## config.mk

```make
export PLATFORM = sky130hd
export DESIGN_NAME = alu_div_seq
export DESIGN_NICKNAME = d
export VERILOG_FILES = /design/src/rtl/alu_div_pkg.sv /design/src/rtl/alu_add_sub.sv /design/src/rtl/alu_div_seq.sv
export SDC_FILE = /design/constraint.sdc
export NUM_CORES = 1
export LEC_CHECK = 0
export ABC_CLOCK_PERIOD_IN_PS = 4900
export BUFFER_PORTS_ARGS = -buffer_cell sky130_fd_sc_hd__buf_4
export CAP_MARGIN = 0
export CORE_AREA = 4 4 181 226
export CTS_BUF_LIST = sky130_fd_sc_hd__clkbuf_4
export DETAILED_ROUTE_END_ITERATION = 8
export DIE_AREA = 0 0 185 230
export PLACE_DENSITY = 0.49
export SETUP_SLACK_MARGIN = 0.4
export SLEW_MARGIN = 10
export SYNTH_ARGS = -nofsm -noshare
export SYNTH_HDL_FRONTEND = slang
export SYNTH_SLANG_ARGS = --single-unit
```

## constraint.sdc

```tcl
create_clock -name i_clk -period 4.9 [get_ports i_clk]
set_clock_uncertainty 0.15 [all_clocks]
set_input_delay 0.245 -clock i_clk [delete_from_list [all_inputs] [get_ports i_clk]]
set_output_delay 0.245 -clock i_clk [all_outputs]
set_load 0.03 [all_outputs]
```

## src/rtl/alu_div_pkg.sv

```systemverilog
// rtl/alu_div_pkg.sv - shared types and constants for the sequential divider
package alu_div_pkg;

  typedef enum logic [1:0] {
    DIV  = 2'b00,
    DIVU = 2'b01,
    REM  = 2'b10,
    REMU = 2'b11
  } div_op_e;

  typedef enum logic [2:0] {
    IDLE,
    PREP,
    CALC,
    FIX,
    DONE
  } div_state_e;

  localparam int          DIV_ITER   = 32;
  localparam logic [31:0] DIV_ZERO_Q = 32'hFFFF_FFFF;
  localparam logic [31:0] INT_MIN    = 32'h8000_0000;

endpackage

```

## src/rtl/alu_add_sub.sv

```systemverilog
// rtl/alu_add_sub.sv - ripple adder/subtractor with carry out, shared with the ALU
module alu_add_sub #(
  parameter int WIDTH = 32
) (
  input  logic [WIDTH-1:0] a,
  input  logic [WIDTH-1:0] b,
  input  logic             sub,
  output logic [WIDTH-1:0] sum,
  output logic             carry
);

  logic [WIDTH-1:0] b_eff;

  // Subtract as a + ~b + 1; carry out set means no borrow (a >= b unsigned).
  assign b_eff        = sub ? ~b : b;
  assign {carry, sum} = {1'b0, a} + {1'b0, b_eff} + {{WIDTH{1'b0}}, sub};

endmodule

```

## src/rtl/alu_div_seq.sv

```systemverilog
// rtl/alu_div_seq.sv - RV32M DIV/DIVU/REM/REMU restoring divider, one quotient bit per cycle
module alu_div_seq
  import alu_div_pkg::*;
#(
  parameter int WIDTH = 32
) (
  input  logic             i_clk,
  input  logic             i_rst_n,
  input  logic             i_start,
  input  logic [1:0]       i_op,
  input  logic [WIDTH-1:0] i_a,
  input  logic [WIDTH-1:0] i_b,
  output logic             o_busy,
  output logic             o_valid,
  output logic [WIDTH-1:0] o_result
);

  localparam int             CNT_W    = $clog2(DIV_ITER);
  localparam logic [CNT_W-1:0] CNT_LAST = CNT_W'(DIV_ITER - 1);

  div_state_e       state, state_next;
  div_op_e          op_q;
  logic [WIDTH-1:0] a_q, b_q, quo_q, rem_q;
  logic [CNT_W-1:0] cnt_q;
  logic             q_neg_q, r_neg_q, special_q;

  logic             signed_op, a_neg, b_neg, div_zero, overflow;
  logic [WIDTH-1:0] abs_a, abs_b;
  logic [WIDTH:0]   rem_shift;
  logic [WIDTH-1:0] trial;
  logic             trial_carry, accept;
  logic             is_rem, fix_neg;
  logic [WIDTH-1:0] fix_val;

  assign signed_op = ~op_q[0];
  assign a_neg     = signed_op & a_q[WIDTH-1];
  assign b_neg     = signed_op & b_q[WIDTH-1];
  assign abs_a     = a_neg ? -a_q : a_q;
  assign abs_b     = b_neg ? -b_q : b_q;
  assign div_zero  = (b_q == '0);
  assign overflow  = signed_op && (a_q == INT_MIN) && (b_q == '1);

  // In CALC, b_q holds the absolute divisor loaded during PREP.
  assign rem_shift = {rem_q, quo_q[WIDTH-1]};
  assign accept    = rem_shift[WIDTH] | trial_carry;

  alu_add_sub #(.WIDTH(WIDTH)) u_trial_sub (
    .a     (rem_shift[WIDTH-1:0]),
    .b     (b_q),
    .sub   (1'b1),
    .sum   (trial),
    .carry (trial_carry)
  );

  assign is_rem  = op_q[1];
  assign fix_val = is_rem ? rem_q : quo_q;
  assign fix_neg = (is_rem ? r_neg_q : q_neg_q) & ~special_q;

  assign o_busy = (state != IDLE);

  always_comb begin
    state_next = state;
    case (state)
      IDLE: if (i_start) state_next = PREP;
      PREP: state_next = (div_zero || overflow) ? FIX : CALC;
      CALC: if (cnt_q == CNT_LAST) state_next = FIX;
      FIX:  state_next = DONE;
      // DONE spans two cycles: the first raises o_valid, the second retires.
      DONE: if (o_valid) state_next = IDLE;
      default: state_next = IDLE;
    endcase
  end

  always_ff @(posedge i_clk or negedge i_rst_n) begin
    if (!i_rst_n) begin
      state     <= IDLE;
      op_q      <= DIV;
      a_q       <= '0;
      b_q       <= '0;
      quo_q     <= '0;
      rem_q     <= '0;
      cnt_q     <= '0;
      q_neg_q   <= 1'b0;
      r_neg_q   <= 1'b0;
      special_q <= 1'b0;
      o_valid   <= 1'b0;
      o_result  <= '0;
    end else begin
      state   <= state_next;
      o_valid <= (state == DONE) && !o_valid;
      case (state)
        IDLE: begin
          if (i_start) begin
            a_q  <= i_a;
            b_q  <= i_b;
            op_q <= div_op_e'(i_op);
          end
        end
        PREP: begin
          q_neg_q <= a_neg ^ b_neg;
          r_neg_q <= a_neg;
          cnt_q   <= '0;
          if (div_zero) begin
            quo_q     <= DIV_ZERO_Q;
            rem_q     <= a_q;
            special_q <= 1'b1;
          end else if (overflow) begin
            quo_q     <= INT_MIN;
            rem_q     <= '0;
            special_q <= 1'b1;
          end else begin
            quo_q     <= abs_a;
            rem_q     <= '0;
            b_q       <= abs_b;
            special_q <= 1'b0;
          end
        end
        CALC: begin
          rem_q <= accept ? trial : rem_shift[WIDTH-1:0];
          quo_q <= {quo_q[WIDTH-2:0], accept};
          cnt_q <= cnt_q + 1'b1;
        end
        FIX: o_result <= fix_neg ? -fix_val : fix_val;
        default: ;
      endcase
    end
  end

endmodule

```

==> impl_metrics.yaml <==
run_status:
  outcome: "finished, final reports clean"
routing:
  antenna_left: 0
  via_per_inst: 5.32
  dr.pass1.iters: 4
  drt_iter0_markers: 538
  drc: 0
  wire_per_inst_um: 18.7
  wirelength_um: 36700
  vias: 10400
floorplan:
  num_rows: 81
  fp.dieH_um: 230
  core_um2: 38900
  initial_core_util_pct: 29.6
  fp.dieArea_um2: 42600
  io_pins: 103
  die_width_um: 185
critical_path:
  worstRegToRegCells: 12
  startpoint_type: "register"
  cp.required_ns: 5.26
  r2r-end: "rem_q[7]"
  crit_path_cell_trace: "inv_1 > ha_1 > fa_1 > nand2b_1 > a21o_1 > a21oi_1 > nor3_1 > nor3_1 > a211oi_4 > buf_4 > a221oi_1 > o22ai_1"
  crit_top_cell: "nor3_1"
  worstSetupEndpointType: "register"
  r2r_slack_ns: 1.12
  max_stage_delay_ns: 0.65
  crit_path_top_delay_cell: "nor3_1"
  path_class: "register to register"
  regToRegStartpoint: "quo_q[31]"
  arrival_ns: 4.13
  critPathMaxFanout: 19
cells_and_area:
  final_cells: 1963
  fillers: 4057
  drive_above_1_share_pct: 15.7
  nets: 1559
  finish.utilization_pct: 35.1
  area_growth_syn_to_layout_pct: 18.8
global_routing:
  grt_util_all_layers_pct: 17.4
  met1_usage_pct: 24.5
  grt_max_degree: 92
  antenna_found_initial: 1
  grt_pass1_wl_um: 58900
  grtUsageMet2_pct: 28.1
  grt-busiest-layer: "met2"
  overflow: 0
  use_met3_pct: 2.42
  grt_pass1_vias: 10200
cts:
  post-cts-setup-buffers: 0
  path_clk_slew_ns: 0.16
  h-tree-depth: 4
  clock_path_buffers: 2
  cts.sinks: 174
  cts_buffers: 17
  clock_latency_ns: 0.64
  cts-root-buf: "clkbuf_4"
  tritoncts: "yes"
sta:
  maxSlewViolCount: 0
  rsz0062_at_grt: "no"
  fin_crit_sh_pct: 77.1
  timing.hold.ws_ns: 0.0869
  hold_violations: 0
  relSlewSlack_pct: 24.0
  finalCriticalPeriod_ns: 3.78
  setup_tns_ns: 0
  clock.fmax_mhz: 265
  setup_viol: 0
  setup_slack_ns: 1.12
  worstMarginPinSlew_ns: 1.14
logic_synthesis:
  async_flop_share_pct: 100
  syn_inst: 1327
  muxShareOfSynthArea_pct: 6.24
  synth_edf_count: 0
  yosys_most_used_dff: "dfrtp_1"
  synth_compound_area_share_pct: 22.9
  yosys.area_share.adder_pct: 4.31
  seq_area_frac_synth_pct: 37.8
  yosysWarnings: 0
  synthXorXnorAreaFrac_pct: 6.62
  syn_area_per_cell_um2: 8.67
  synth_top_family_by_area: "compound AO/OA/AOI/OAI gates"
  ys_ff_latch: 174
  syn_area_um2: 11500
  syn_nets: 1435
  synth_cell_types: 75
  yosys.area_share.simple_pct: 17.7
power_and_ir_drop:
  p_leak_nw: 5.77
  p_per_area_nw_per_um2: 782
  peakVddDrop_uv: 278
place:
  dpl.cell_count: 1862
  hpwl_um: 27300
  dp_slack_ns: 1.14
  portBuffers: 102
  gp_congestion: 0.890
flow_run:
  cap_viol_max_count: 0
worst_hold_path:
  hold_path.class: "input port to asynchronous set/reset pin"
[critical path: cells and delay by family, from the launching register on]
kind | cells | cell delay (ns)
AO/OA/AOI/OAI | 5 | 1.16
adder cells (fa/ha/maj) | 2 | 0.61
buffers and inverters | 2 | 0.35
flip-flops | 1 | 0.43
AND/OR/NAND/NOR | 3 | 0.95
[final cells by class]
cell class	count	area [um2]	area share, %
inverter	44	165	1.21
sequential	174	4360	31.8
multi-input combinational	1029	6680	48.9
tap	498	623	4.56
timing repair buffer	185	1580	11.5
clock buffer	20	150	1.10
antenna	1	2.50	0.0183
clock inverter	12	121	0.887
[metrics by stage]
stage	total power, mW	area [um2]
floorplan	7.91	11500
global placement	9.76	12700
detailed placement	9.82	12700
CTS	10.7	13700
global route	11.7	13700
finish	10.7	13700
[flip-flops by register name (all words and copies together) (netlist names), 2 cells and up]
name      cells
b_q          32
a_q          32
state         3
op_q          2
quo_q        32
o_result     32
rem_q        32
cnt_q         5
[how the worst max path moves through the flow]
stage,depth (start not counted),end,slack [ns],start
after floorplan,15,o_result[30],0.97,op_q[1]
after global placement,11,b_q[22],1.17,a_q[0]
after detailed placement,11,b_q[22],1.14,a_q[0]
after CTS,12,rem_q[7],1.12,quo_q[31]
after global routing,12,rem_q[12],0.83,quo_q[31]
final,12,rem_q[7],1.12,quo_q[31]
[what timing repair did]
action / 4_1_cts / 5_1_grt
endpoints found under the hold margin: 157 / 0
gates resized for setup: 0 / 0
hold buffers: 68 / 0
setup endpoints to repair: 0 / 0
[cells by family after synthesis]
logic type	after synthesis
AO/OA/AOI/OAI	426
multiplexers	67
flip-flops	174
XOR/XNOR	87
AND/OR/NAND/NOR	410
buffers and inverters	124
adder cells (fa/ha/maj)	39
[layer usage]
layer  routed length (um)  up-vias
li1                     -     5087
met3                 1560       32
met5                    0        -
met4                  669        0
met1                17100     5039
met2                17300      282
[layout by cell type, fill, tap and decap left out, types with 5 or more instances in the layout]
cell and count:
nor2b_1 9, o21a_1 5, o211ai_1 6, or4_1 6, o31ai_1 12, mux2i_1 29, a221oi_1 28, a22oi_2 6
a31oi_1 14, mux2_2 38, a22oi_1 8, a21oi_1 117, o22ai_1 60, a21o_1 11, dlygate4sd3_1 68, a211oi_1 9
nor2_1 94, and3_1 14, xor2_1 50, nand2_1 135, o21ai_1 21, clkbuf_4 20, dfrtp_1 173, or2_2 7
nand4_1 16, buf_4 115, nor3_1 38, nand3_1 22, ha_1 38, xnor2_1 37, or3_1 7, inv_1 44
and2_1 6, nor4_1 8, o21ai_0 101, nand2b_1 10
[cell usage after synthesis, drive strengths merged (5+ instances only)]
cell    instances  share of area, %
a31oi          14              0.76
o31ai          13              0.89
xnor2          37               2.8
inv            44               1.4
a211oi         10              0.65
o211ai          6              0.39
nand2         137               4.5
nor3b           5              0.33
xor2           50               3.8
dfrtp         174                38
ha             38               4.1
o22ai          61               3.4
clkbuf         61               2.0
mux2i          29               2.5
a21oi         117               5.1
or3             8              0.48
nand3          22              0.96
or4             9              0.68
and3           14              0.76
mux2           38               3.7
and2            7              0.38
o21ai         122               5.3
nor4           14               1.2
nand4          16              0.87
o21a            5              0.33
buf            19              0.98
a22oi          14               1.2
a21o           11              0.72
a221oi         28               2.1
nand2b         10              0.54
nor2b          10              0.54
nor2          100               3.4
or2            10              0.57
nor3           39               1.7
[where the power goes]
part           switching [mW]  internal [mW]
Combinational            3.91           2.74
Clock                   0.526          0.315
Sequential               1.07           2.14
Total                    5.50           5.20
No activity file was read; power rests on OpenSTA's default activity.
